<file path="config.mk">
export PLATFORM = sky130hd
export DESIGN_NAME = full_adder
export DESIGN_NICKNAME = d
export VERILOG_FILES = /design/src/rtl/full_adder.sv
export SDC_FILE = /design/constraint.sdc
export NUM_CORES = 1
export LEC_CHECK = 0
export BUFFER_PORTS_ARGS = -buffer_cell sky130_fd_sc_hd__buf_2
export CORE_AREA = 3 3 40 42
export DETAILED_ROUTE_END_ITERATION = 6
export DIE_AREA = 0 0 43 45
export HOLD_SLACK_MARGIN = 0.03
export PLACE_DENSITY = 0.3
export SLEW_MARGIN = 5
export SYNTH_ARGS = -nofsm -noshare
export SYNTH_HDL_FRONTEND = slang
export SYNTH_SLANG_ARGS = --single-unit
</file>
<file path="constraint.sdc">
create_clock -name clk -period 2.62 [get_ports clk]
set_input_delay 0.393 -clock clk [delete_from_list [all_inputs] [get_ports clk]]
set_output_delay 0.393 -clock clk [all_outputs]
set_load 0.005 [all_outputs]
</file>
<file path="src/rtl/full_adder.sv">
// full_adder: WIDTH-bit ripple-carry adder with an optional valid-qualified output register.
module full_adder #(
  parameter int WIDTH  = 1,
  parameter bit REG_EN = 1
) (
  input  logic             clk,
  input  logic             rst,
  input  logic             cin,
  input  logic [WIDTH-1:0] ain,
  input  logic [WIDTH-1:0] bin,
  input  logic             in_valid,
  output logic [WIDTH-1:0] sout,
  output logic             cout,
  output logic [WIDTH-1:0] sout_q,
  output logic             cout_q,
  output logic             out_valid
);
  logic [WIDTH:0] w_c;
  assign w_c[0] = cin;
  for (genvar i = 0; i < WIDTH; i++) begin : g_cell
    logic w_p;
    assign w_p        = ain[i] ^ bin[i];
    assign sout[i]    = w_p ^ w_c[i];
    assign w_c[i+1]   = (ain[i] & bin[i]) | (w_c[i] & w_p);
  end
  assign cout = w_c[WIDTH];
  if (REG_EN) begin : g_reg
    logic [WIDTH-1:0] r_sum;
    logic             r_cout;
    logic             r_valid;
    always_ff @(posedge clk) begin
      if (rst) begin
        r_sum   <= '0;
        r_cout  <= 1'b0;
        r_valid <= 1'b0;
      end else begin
        r_valid <= in_valid;
        if (in_valid) begin
          r_sum  <= sout;
          r_cout <= cout;
        end
      end
    end
    assign sout_q    = r_sum;
    assign cout_q    = r_cout;
    assign out_valid = r_valid;
  end else begin : g_noreg
    assign sout_q    = '0;
    assign cout_q    = 1'b0;
    assign out_valid = 1'b0;
  end
endmodule

</file>
=== After elaboration in Yosys (flattened, before gate mapping) ===
Cells that the tools add are included.

* ROM bits: 0
* Logic and storage cells: 8
* Bits in latches: 0
* Bits in registers: 3
* Output and inout port bits: 5
* Memories kept: 0
* Input bits: 6
* Memory bits (writable): 0

* Equal/unequal tests: 0
* Reductions and logical operators: 0
* Add/subtract/negate cells: 0
* $mul: 0
* Order comparisons: 0
* Muxes and demuxes: 0
* Bitwise gates (word level): 5
* Div/mod/pow operators: 0
* Shift-type cells: 0

{| class="wikitable"
|+ Operators with widths
! operator !! count
|-
| $and A1 B1 Y1 || 2
|-
| $xor A1 B1 Y1 || 2
|-
| $or A1 B1 Y1 || 1
|}

=== Depth between registers and ports, before layout ===
* Depth after elaboration: 3
* Mapped depth: 3
* Mapped depth without buffers: 3

=== Worst setup path after synthesis ===
No wires, ideal clock.

* Path kind: input-to-output
* Start point: input cin
* End point: output sout
* Cell stages on the path: 1
* Path buffers: 0
* Setup slack: 1.281 ns
* Data arrival time: 0.946 ns
* Path through: fa_1

* Cells in the longest elaborated chain, start to end: 1

{| class="wikitable"
|+ Ends and longest elaborated chain
! item !! RTL line !! RTL
|-
| start: declaration || 8 || <nowiki>input logic cin,</nowiki>
|-
| $xor A1 B1 Y1 || 23 || <nowiki>assign sout[i] = w_p ^ w_c[i];</nowiki>
|-
| end: declaration || 12 || <nowiki>output logic [WIDTH-1:0] sout,</nowiki>
|}

Every way passes these cells.

=== Worst setup path after layout ===
Ends and elaborated chain as after synthesis.

==> impl_metrics.csv <==
group,metric,value,unit
place,place.gp.congestion,0.710,
worst_hold_path,hp-class,"primary input to flip-flop",
clock_network,cts_buffer_depth,2,
yosys,synth_area,114,sq um
sta,skew,0,ps
yosys,ys_seq_elements,3,
sta,rsz0062_at_grt,"false",
clock_network,cts_buffers,3,
power,clkPwrFrac,0.534,
yosys,avgSynthCellArea,12.7,sq um
sta,period_needed,1550,ps
worst_setup_path,worst_setup_path_end_kind,"output pin",
die,initial_utilization,0.0886,
die,rows,13,
worst_setup_path,worstPathArrival,1160,ps
power,p_sw_frac,0.227,
yosys,seq_area_frac_synth,0.527,
place,dp.cells,34,
worst_setup_path,path_max_fanout,2,
drt,wl_per_cell,8.11,microns
worst_setup_path,crit_top_cell,"buf_2",
global_route,grt_pass1_wl,489,microns
yosys,ys_warn_count,0,
power,comb_power_share,0.134,
clock_network,root_buffer,"clkbuf_4",
clock_network,clkLatencyLatePin,230,ps
power,seq_power_share,0.332,
sta,max-slew-margin-rel,0.920,
worst_setup_path,crit_type,"primary input to output pin",
sta,finalMaxSlewViolations,0,
finish,instances_no_fill,38,
sta,tns,0,ps
worst_setup_path,worstPathRequired,2230,ps
sta,max_freq,0.643,GHz
power,intPower,118,uW
drt,drt_first_pass_iters,2,
die,pin_count,11,
yosys,synthCells,9,
clock_network,cts_sinks,3,
die,core,1280,sq um
yosys,synthDistinctLibCells,5,
sta,hold_viol_final,0,
sta,period_share,0.593,
clock_network,post_cts_resized,0,
global_route,grt_pass1_vias,127,
die,die_area,1940,sq um
global_route,antenna_found_initial,0,
power,p_switching,34.7,uW
global_route,track_usage,0.0417,
power,power.density,729,nW/um^2
clock_network,cts_tree,"yes",
finish,n_antenna_cell,0,
flow_run,cap_violations,0,
worst_setup_path,timing.critical_path.cells,"buf_2 -> fa_1 -> buf_2",
sta,hold_ws,354,ps
die,die_x,43,microns
clock_network,ctsHtreeMaxLevel,1,
place,port_buffers,10,
place,place_ws,1060,ps
status,outcome,"complete, no violations",
yosys,synth_nets,16,
drt,drc,0,
sta,worst_pin_slew,116,ps
drt,dr.first_iter.drc_count,2,
finish,drive_gt1_frac,0.565,
drt,routed_wirelength,308,microns
finish,seqCellArea,60.1,sq um
worst_setup_path,start_kind,"primary input",
finish,area_growth,83.5,%
finish,finish.utilization,0.163,
drt,vias,118,
global_route,grt_max_degree,4,
drt,vias_per_cell,3.11,
power,peakVddDrop,0.157,mV
worst_setup_path,critPathSlowestCell,"fa_1",
global_route,grt_overflow,0,
die,die_h,45,microns
sta,layout_setup_ws,1070,ps
finish,multi_input_comb_area,53.8,sq um
finish,nets,31,
clock_network,cts_setup_buffers,0,
clock_network,hold_buffers,0,
sta,setup_viol,0,
worst_setup_path,slowest_delay,550,ps
clock_network,path_clk_slew,40,ps
finish,num-fill-cells,151,
drt,antenna_violating_nets_post_route,0,
power,power.leakage,0.000107,uW
[area by class of cell]
cell class	instances	area share
repair buffers	10	0.240
flip-flops and latches	3	0.287
multi-input cells	6	0.257
clock buffers	4	0.126
well taps	15	0.0898
[synth_stat cells (all sizes together)]
library cell  number  area (sq um)
dfxtp              3          60.1
fa                 1          20.0
mux2i              2          20.0
nor2               2          7.51
nor2b              1          6.26
[final timing paths]
| kind | start | to | slack, ps | cells past startpoint |
|---|---|---|---|---|
| worst max-delay path | cin | sout | 1070 | 3 |
| worst min-delay path | rst | cout_q$_SDFFE_PP0P_ | 350 | 2 |
| worst max register to register | sout_q$_SDFFE_PP0P_ | sout_q$_SDFFE_PP0P_ | 2040 | 2 |
| worst min register to register | cout_q$_SDFFE_PP0P_ | cout_q$_SDFFE_PP0P_ | 500 | 2 |
[logic make-up after synthesis]
| kind of cell | Yosys count | synth area share |
|---|---|---|
| adders and majority gates | 1 | 0.176 |
| muxes | 2 | 0.176 |
| DFF | 3 | 0.527 |
| and+or+nand+nor | 3 | 0.121 |
[sequential cells by signal, summed over array words and instances, names as in the netlist]
| name | flops |
|---|---|
| cout_q | 1 |
| out_valid | 1 |
| sout_q | 1 |
[worst max-delay path: cells and delay by family]
family / cells / cell delay (ps)
buffers and inverters: 2 / 220
adder cells (fa/ha/maj): 1 / 550
[layout by cell type (no fill, tap or decap), drive strengths merged]
| master | synthesis | layout |
|---|---|---|
| clkbuf | 0 | 4 |
| nor2b | 1 | 1 |
| dfxtp | 3 | 3 |
| fa | 1 | 1 |
| nor2 | 2 | 2 |
| mux2i | 2 | 2 |
| buf | 0 | 10 |
[metal layers]
layer  vias up  track usage  part of all wire
met2         9       0.0449              0.41
met3         0       0.0518              0.19
met1        53       0.0387              0.40
met4         0       0.0361                 0
li1         56            -                 -
met5         -            0                 0
[power groups by stage]
stage,Sequential [uW],Clock [uW],Combinational [uW]
finish,50.6,81.4,20.4
CTS,50.6,86.6,21.1
global route,51.1,93.3,23.2
floorplan,51.7,0,8.01
detailed placement,51.3,0,21.0
global placement,51.1,0,20.8
[per-stage QoR]
step           area [sq um]  power (uW)
3_5_place_dp            183        72.2
3_3_place_gp            183        71.9
6_report                209         152
4_1_cts                 209         158
5_1_grt                 209         168
2_1_floorplan           114        59.7
Power figures use the tool's default switching activity.
